[src/rtl/bus_datapath_seq.sv]
// bus_datapath_seq: single-bus register/ALU datapath driven by a start/done micro-sequencer,
// with iterative signed MUL/DIV into HI/LO and an optional hardwired-zero R0.
module bus_datapath_seq #(
   parameter int WIDTH = 32,
   parameter int NREGS = 16,
   parameter bit R0_ZERO = 1'b1,
   localparam int AW = $clog2(NREGS)
) (
   input  logic             clk,
   input  logic             clr,
   input  logic             start,
   input  logic [3:0]       op,
   input  logic [AW-1:0]    ra,
   input  logic [AW-1:0]    rb,
   input  logic [AW-1:0]    rc,
   output logic             busy,
   output logic             done,
   input  logic             load_en,
   input  logic [AW-1:0]    load_addr,
   input  logic [WIDTH-1:0] load_data,
   input  logic [AW-1:0]    rd_addr,
   output logic [WIDTH-1:0] rd_data,
   output logic [WIDTH-1:0] hi,
   output logic [WIDTH-1:0] lo,
   output logic             carry,
   output logic             dbz,
   output logic             illegal
);
   localparam int SW = $clog2(WIDTH);
   typedef enum logic [2:0] {IDLE, T_Y, T_ALU, T_ITER, T_WB, DONE} state_t;
   state_t state_q, state_d;
   logic [WIDTH-1:0] rf_q [NREGS];
   logic [WIDTH-1:0] y_q, hi_q, lo_q, ac_q, mc_q, md_q, ac_d, mc_d, bus, alu, sra, ror, rol;
   logic [2*WIDTH-1:0] z_q, prod, md_res;
   logic [WIDTH:0] add_w, sub_w, msum, dr, ddif;
   logic [3:0] op_q;
   logic [AW-1:0] ra_q, rb_q, rc_q, src;
   logic [SW-1:0] cnt_q, sh;
   logic carry_q, dbz_q, ill_q, neg_q, is_mul, is_md;

   function automatic logic [WIDTH-1:0] mag(input logic [WIDTH-1:0] v);
      return v[WIDTH-1] ? -v : v;
   endfunction

   // R0 is never written when hardwired, so reading it naturally yields its reset value 0
   function automatic logic wr_ok(input logic [AW-1:0] a);
      return !(R0_ZERO && a == '0);
   endfunction

   assign src = state_q == T_Y ? rb_q : rc_q;
   assign bus = rf_q[src];
   assign rd_data = rf_q[rd_addr];
   assign sh = bus[SW-1:0];
   assign is_mul = op_q == 4'd11;
   assign is_md = is_mul || op_q == 4'd12;
   assign add_w = {1'b0, y_q} + {1'b0, bus};
   assign sub_w = {1'b0, y_q} - {1'b0, bus};
   assign sra = $signed(y_q) >>> sh;
   assign ror = WIDTH'({y_q, y_q} >> sh);
   assign rol = WIDTH'(({y_q, y_q} << sh) >> WIDTH);
   assign alu = op_q == 4'd0  ? add_w[WIDTH-1:0] :
                op_q == 4'd1  ? sub_w[WIDTH-1:0] :
                op_q == 4'd2  ? y_q & bus :
                op_q == 4'd3  ? y_q | bus :
                op_q == 4'd4  ? y_q >> sh :
                op_q == 4'd5  ? sra :
                op_q == 4'd6  ? y_q << sh :
                op_q == 4'd7  ? ror :
                op_q == 4'd8  ? rol :
                op_q == 4'd9  ? -y_q :
                op_q == 4'd10 ? ~y_q : '0;

   // Unsigned shift-add multiply / restoring divide on magnitudes; signs are fixed on the last step
   assign msum = {1'b0, ac_q} + (mc_q[0] ? {1'b0, md_q} : '0);
   assign dr = {ac_q, mc_q[WIDTH-1]};
   assign ddif = dr - {1'b0, md_q};
   assign ac_d = is_mul ? msum[WIDTH:1] : ddif[WIDTH] ? dr[WIDTH-1:0] : ddif[WIDTH-1:0];
   assign mc_d = is_mul ? {msum[0], mc_q[WIDTH-1:1]} : {mc_q[WIDTH-2:0], ~ddif[WIDTH]};
   assign prod = {ac_d, mc_d};
   assign md_res = is_mul ? (neg_q ? -prod : prod) :
                   dbz_q  ? {y_q, {WIDTH{1'b1}}} :
                   {y_q[WIDTH-1] ? -ac_d : ac_d, neg_q ? -mc_d : mc_d};

   always_ff @(posedge clk or posedge clr) begin
      if (clr) state_q <= IDLE;
      else state_q <= state_d;
   end

   always_comb begin
      state_d = state_q;
      case (state_q)
         IDLE:    state_d = start ? T_Y : IDLE;
         T_Y:     state_d = T_ALU;
         T_ALU:   state_d = is_md ? T_ITER : T_WB;
         T_ITER:  state_d = &cnt_q ? T_WB : T_ITER;
         T_WB:    state_d = DONE;
         default: state_d = IDLE;
      endcase
   end

   always_comb begin
      busy = state_q != IDLE;
      done = state_q == DONE;
   end

   always_ff @(posedge clk or posedge clr) begin
      if (clr) begin
         for (int i = 0; i < NREGS; i++) rf_q[i] <= '0;
         y_q <= '0;
         z_q <= '0;
         hi_q <= '0;
         lo_q <= '0;
         ac_q <= '0;
         mc_q <= '0;
         md_q <= '0;
         op_q <= '0;
         ra_q <= '0;
         rb_q <= '0;
         rc_q <= '0;
         cnt_q <= '0;
         carry_q <= 1'b0;
         dbz_q <= 1'b0;
         ill_q <= 1'b0;
         neg_q <= 1'b0;
      end else begin
         if (state_q == IDLE && load_en && wr_ok(load_addr)) rf_q[load_addr] <= load_data;
         if (state_q == IDLE && start) begin
            op_q <= op;
            ra_q <= ra;
            rb_q <= rb;
            rc_q <= rc;
            dbz_q <= 1'b0;
            ill_q <= 1'b0;
         end
         if (state_q == T_Y) y_q <= bus;
         if (state_q == T_ALU) begin
            z_q <= {{WIDTH{1'b0}}, alu};
            ac_q <= '0;
            mc_q <= mag(y_q);
            md_q <= mag(bus);
            neg_q <= y_q[WIDTH-1] ^ bus[WIDTH-1];
            cnt_q <= '0;
            carry_q <= op_q == 4'd0 ? add_w[WIDTH] : op_q == 4'd1 ? sub_w[WIDTH] : carry_q;
            dbz_q <= op_q == 4'd12 && bus == '0;
            ill_q <= op_q > 4'd12;
         end
         if (state_q == T_ITER) begin
            ac_q <= ac_d;
            mc_q <= mc_d;
            cnt_q <= cnt_q + SW'(1);
            if (&cnt_q) z_q <= md_res;
         end
         if (state_q == T_WB) begin
            if (is_md) begin
               hi_q <= z_q[2*WIDTH-1:WIDTH];
               lo_q <= z_q[WIDTH-1:0];
            end else if (op_q <= 4'd10 && wr_ok(ra_q)) rf_q[ra_q] <= z_q[WIDTH-1:0];
         end
      end
   end

   assign hi = hi_q;
   assign lo = lo_q;
   assign carry = carry_q;
   assign dbz = dbz_q;
   assign illegal = ill_q;
endmodule

[config.mk]
export PLATFORM = sky130hd
export DESIGN_NAME = bus_datapath_seq
export DESIGN_NICKNAME = d
export VERILOG_FILES = /design/src/rtl/bus_datapath_seq.sv
export SDC_FILE = /design/constraint.sdc
export NUM_CORES = 2
export LEC_CHECK = 0
export CAP_MARGIN = 10
export CORE_ASPECT_RATIO = 0.6
export CORE_MARGIN = 1.5
export CORE_UTILIZATION = 60
export DETAILED_ROUTE_END_ITERATION = 6
export PLACE_DENSITY = 0.79
export RECOVER_POWER = 25
export SETUP_SLACK_MARGIN = 0.05
export SLEW_MARGIN = 25
export SYNTH_ARGS = -nofsm -noshare
export SYNTH_HDL_FRONTEND = slang
export SYNTH_SLANG_ARGS = --single-unit
[constraint.sdc]
create_clock -name clk -period 31.2 [get_ports clk]
set_clock_uncertainty 0.1 [all_clocks]
set_input_delay 4.68 -clock clk [delete_from_list [all_inputs] [get_ports clk]]
set_output_delay 4.68 -clock clk [all_outputs]
set_load 0.05 [all_outputs]
## Word-level counts from Yosys, hierarchy flattened

Cells that the tools add are included.
Widths: inputs -> output; s select.

- Register bits: 796
- Input bits: 60
- Logic and storage cells: 161

- Add/subtract/negate cells: 10
- Order comparisons: 8
- Equality and inequality tests: 17
- Shift-type cells: 5
- Muxes and demuxes: 57
- Bitwise gates (word level): 9
- Reductions and logical operators: 22

Operators by type and width:

| cell | number |
|---|---|
| $mux 512 | 4 |
| $bwmux 512 | 2 |
| $mux 32 | 29 |
| $mux 64 | 6 |
| $bmux 32 s4 | 2 |
| $demux 32 s4 | 2 |
| $neg 32->32 | 4 |
| $add 32x32->33 | 2 |
| $neg 64->64 | 1 |
| $shl 64x5->64 | 1 |
| $shr 64x5->32 | 1 |
| $sub 32x32->33 | 1 |
| $sub 33x32->33 | 1 |
| $and 32x32->32 | 1 |
| $logic_not 32->1 | 1 |
| $not 32->32 | 1 |
| $or 32x32->32 | 1 |
| $shl 32x5->32 | 1 |
| $shr 32x5->32 | 1 |
| $sshr 32x5->32 | 1 |
| $eq 4x4->1 const B | 5 |
| $ge 5x5->1 const B | 4 |
| $not 4->5 | 4 |
| $eq 4x3->1 const B | 4 |
| 25 further kinds | 48 |

## Longest topological paths before layout

- Depth in word-level cells: 19
- Gate-level depth with buffers: 29
- Depth with buffers taken out: 26

## Worst setup path after synthesis

OpenSTA, ideal clock, no wires.

- Kind: input to output
- Start point: in rd_addr[1]
- End point: out rd_data[10]
- Arrival: 6.911 ns
- Required time: 26.420 ns
- Path slack: 19.509 ns
- Cell stages on the path: 4
- Path through: clkbuf_1 -> buf_1 -> mux4_2 -> mux4_2

- Longest elaborated chain between the ends: 4

Ends and longest elaborated chain:

| item | line | RTL |
|---|---|---|
| start, declared | 21 | `input logic [AW-1:0] rd_addr,` |
| $not 4->5 (not written as such) | 52 | `assign rd_data = rf_q[rd_addr];` |
| $bmux 32 s4 | 52 |  |
| $mux 32 (not written as such) (2 in a row) | 52 |  |
| end, declared | 22 | `output logic [WIDTH-1:0] rd_data,` |

Every way passes these cells. The select of a mux whose other input is x is not followed.

## Worst setup path in the final report

- Start point: reg state_q[0]
- End point: reg carry_q (netlist: carry)

- Longest elaborated chain between the ends: 9
- Elaborated cells between the ends (all ways): 12
- Those cells by class: add/sub: 2; eq/ne: 2; mux: 6; bitwise: 1; reduce/logical: 1

Ends and longest elaborated chain:

| item | line | RTL |
|---|---|---|
| start, declared | 31 | `state_t state_q, state_d;` |
| start signal, assigned | 86 | `else state_q <= state_d;` |
| $eq 3x1->1 * | 50 | `assign src = state_q == T_Y ? rb_q : rc_q;` |
| $mux 4 * | 50 |  |
| $not 4->5 (not written as such) * | 51 | `assign bus = rf_q[src];` |
| $bmux 32 s4 * | 51 |  |
| $mux 32 (not written as such) * (2 in a row) | 51 |  |
| net bus[14] | 33 | `logic [WIDTH-1:0] y_q, hi_q, lo_q, ac_q, mc_q, md_q, ac_d, mc_d, bus, alu, sra, ror, rol;` |
| $sub 32x32->33 | 57 | `assign sub_w = {1'b0, y_q} - {1'b0, bus};` |
| $mux 1 | 143 | `carry_q <= op_q == 4'd0 ? add_w[WIDTH] : op_q == 4'd1 ? sub_w[WIDTH] : carry_q;` |
| $mux 1 * | 143 |  |
| end signal, assigned | 143 |  |
| end, declared | 39 | `logic carry_q, dbz_q, ill_q, neg_q, is_mul, is_md;` |

Mark *: on every way through the listed nets, which the timed path passes. The rest lies on a longest branch. The select of a mux whose other input is x is not followed.
A chain may end at the register's enable or synchronous reset.

==> summary.md <==
| Metric | Value |
|---|---|
| Result of the run | `finished with violations` |
| Violations in the final reports | `design-rule violations, max-capacitance violations, max-slew violations` |
| Post-CTS setup repair buffer count | `0` |
| Final HPWL DP | `207,000 µm` |
| Total die area | `104,000 µm²` |
| Fraction of synthesis flops using an asynchronous set or reset pin | `100%` |
| Proportion of synthesized chip area in sequential cells | `32.5%` |
| Layout fillers | `7,736` |
| Post-route ant nets | `0` |
| Vertical extent of the die | `251 µm` |
| Start-to-end type of the worst setup path | `register to register` |
| Residual DRC count | `14` |
| DRT iter0 DRCs | `11,300` |
| Cell area after technology mapping | `61,300 µm²` |
| Worst rel slew slack | `-328%` |
| CTS tree | `done` |
| Count of port buffers added during placement | `160` |
| GRT Residual Overflow | `0` |
| Clock Sinks | `796` |
| Count of different cell masters after synthesis | `95` |
| Launch point of the worst hold path | `rf_q[510]$_DFF_PP0_` |
| Period utilization | `49.1%` |
| Reg-to-reg critical path endpoint | `carry$_DFFE_PP0P_` |
| Primary FF master, synth | `dfrtp_1` |
| End-of-flow core utilization | `66.1%` |
| CTS H-Tree Depth | `3` |
| Reg-to-reg slack, setup | `15,880 ps` |
| Largest net degree at the start of global routing | `143` |
| Routability cong. | `1.16` |
| Post-DR wirelength/cell | `36.8 µm` |
| Count of max-cap constraint violations | `21` |
| Number of buffers created by CTS | `79` |
| Most numerous cell types in the synthesized netlist | `nand2_1 (879), dfrtp_1 (796), mux2i_1 (779), o21ai_0 (733), nor2_1 (495)` |
| Clock buffer depth | `3` |
| Synth Warn # | `0` |
| Depth of the worst register-to-register path | `25` |
| Number of enable-type register cells in the synthesized netlist | `0` |
| Initial Utilization | `60.8%` |
| Leading area contributor after synthesis | `dfrtp_1` |
| Fraction of layout cells with a size suffix above 1 | `11.5%` |
| Num ports | `161` |
| Type of element capturing the critical path | `register` |
| Core region area | `101,000 µm²` |
| Mapped Nets | `7,006` |
| Top area cells in the synthesized netlist | `dfrtp_1 (32%), mux2i_1 (13%), mux4_2 (10%), o21ai_0 (6.0%), nand2_1 (5.4%)` |
| Flops & latches, synth | `796` |
| Clock network latency to the later pin of the worst-skew pair | `740 ps` |
| Minimum clock period after layout | `15,320 ps` |
| Reg2Reg Launch Point | `state_q[0]$_DFF_PP0_` |
| Post-cts resize count | `0` |
| Final layout net count | `6,837` |
| Total Neg Setup Slack | `0 ps` |
| Crit Path Max Fanout | `66` |
| Detailed Route WL | `295,000 µm` |
| Setup violation total in the final timing report | `0` |
| Worst hold endpoint | `rf_q[510]$_DFF_PP0_` |
| Overall track demand over capacity in global routing | `55.3%` |
| Clock Root Buffer | `clkbuf_16` |
| Synth Area per Inst | `9.06 µm²` |
| Clock-pin slew on the worst setup and hold paths | `70 ps` |
| Number of antenna violations at the first check in global routing | `31` |
| Top-area cell type share of the netlist area | `32.5%` |
| RSZ-0062 raised after global routing | `false` |
| X dimension of the die | `416 µm` |
| First-pass GRT wire length | `415,000 µm` |
| Hold Path Cell Cnt | `0` |
| Number of endpoints with negative hold slack in the final report | `0` |
| Arrival time at the worst endpoint | `15,880 ps` |
| Kind of launch point of the worst setup path | `register` |
| HP Class | `register to register` |
| Row cnt | `90` |
| Leading cell type by number of instances after synthesis | `nand2_1` |
| Required arrival time at the worst endpoint | `31,760 ps` |
| Synth Instances | `6,774` |
| Transition time at the pin with the least slew margin | `6390 ps` |
| Via count of the routed design | `61,700` |
| Number of global-route vias before repair | `56,700` |
| Peak clock frequency supported by timing | `0.0653 GHz` |
| Place WS | `18,050 ps` |
| Routed via count divided by cell count | `7.70` |
| CTS Hold Bufs | `0` |
| Layout overhead on the synthesized area | `8.69%` |
| Final worst slack | `15,880 ps` |
| First-pass iteration count of the detailed router | `7` |
| Final number of max-transition violations | `895` |
-- layout make-up --
type	count	area [µm²]	share of cell area, %
inverters	175	659	0.989
well taps	1334	1670	2.50
repair buffers	359	3020	4.53
diodes	19	47.5	0.0713
multi-input cells	5194	38600	57.9
clock inverters	36	508	0.762
clock buffers	106	2240	3.36
flip-flops and latches	796	19900	29.9
-- metrics by stage --
stage,area (µm²),std cells,hold WS [ps]
6_report,66700,8019,302
5_1_grt,66700,8010,305
4_1_cts,66700,7996,299
3_5_place_dp,64000,7854,284
3_3_place_gp,63900,7853,276
2_1_floorplan,61300,6774,341
-- cell usage in the layout, fill, tap and decap left out, drive strengths merged, types with 70 or more instances in the layout --
cell and count:
xnor2 177, mux2i 782, ha 168, inv 165, nand2 879, nor2 495, dfrtp 796, a21oi 417
nor3 88, mux4 282, nand3 70, o21ai 748, buf 165, mux2 95, clkdlybuf4s50 153, clkbuf 144
-- worst max-delay path, cell delays in order, from the launching register on --
cell       delay, ps
dfrtp_1          370
clkbuf_1        1530
or3b_1           620
clkbuf_1         540
mux2_1          2800
clkbuf_1        2900
mux4_2           690
nand2_1           70
and3_1           230
a31oi_1          590
inv_1            210
ha_1             510
inv_1            140
o21ai_0          120
a21oi_1          100
a31o_2           230
a211o_1          290
o311ai_0         920
o21ai_0          320
o22ai_1          330
o31ai_1          180
a221oi_1         510
o31ai_1          220
a2111oi_0        430
mux2i_1          140
nand2_1           90
-- state kept, by name, summed over array words and instances (netlist names) --
name and flops:
ac_q 32, carry 1, cnt_q 5, dbz 1
hi 32, illegal 1, lo 32, mc_q 32
md_q 32, neg_q 1, op_q 4, ra_q 4
rb_q 4, rc_q 4, rf_q 512, state_q 3
y_q 32, z_q 64
-- metal layers --
| layer | share of wire [%] | up-vias | routed length, µm | GRT usage [%] |
|---|---|---|---|---|
| li1 | - | 24300 | - | - |
| met1 | 38 | 29800 | 112000 | 76.3 |
| met2 | 35 | 6363 | 104000 | 65.9 |
| met3 | 21 | 1217 | 62300 | 35.9 |
| met4 | 5.0 | 47 | 14800 | 22.0 |
| met5 | 0.63 | - | 1850 | 7.24 |
-- cell families after synthesis --
logic type	Yosys count	synth area share, %
AND/OR/NAND/NOR	1850	13.2
AO/OA/AOI/OAI	1772	17.3
multiplexers	1159	24.9
flip-flops	796	32.5
buffers and inverters	784	5.10
XOR/XNOR	241	3.44
adder cells (fa/ha/maj)	172	3.56
-- worst max path at each step --
stage	endpoint	slack, ps	from
floorplan	ac_q[0]$_DFFE_PP0P_	4070	clr
global placement	rd_data[4]	18130	rd_addr[1]
detailed placement	rd_data[4]	18050	rd_addr[1]
CTS	rd_data[4]	18050	rd_addr[1]
global route	carry$_DFFE_PP0P_	16040	state_q[0]$_DFF_PP0_
finish	carry$_DFFE_PP0P_	15880	state_q[0]$_DFF_PP0_
Power is left out: the tool's default activity adds up to more than one toggle a clock period on the data nets, which glitch-free logic cannot reach.
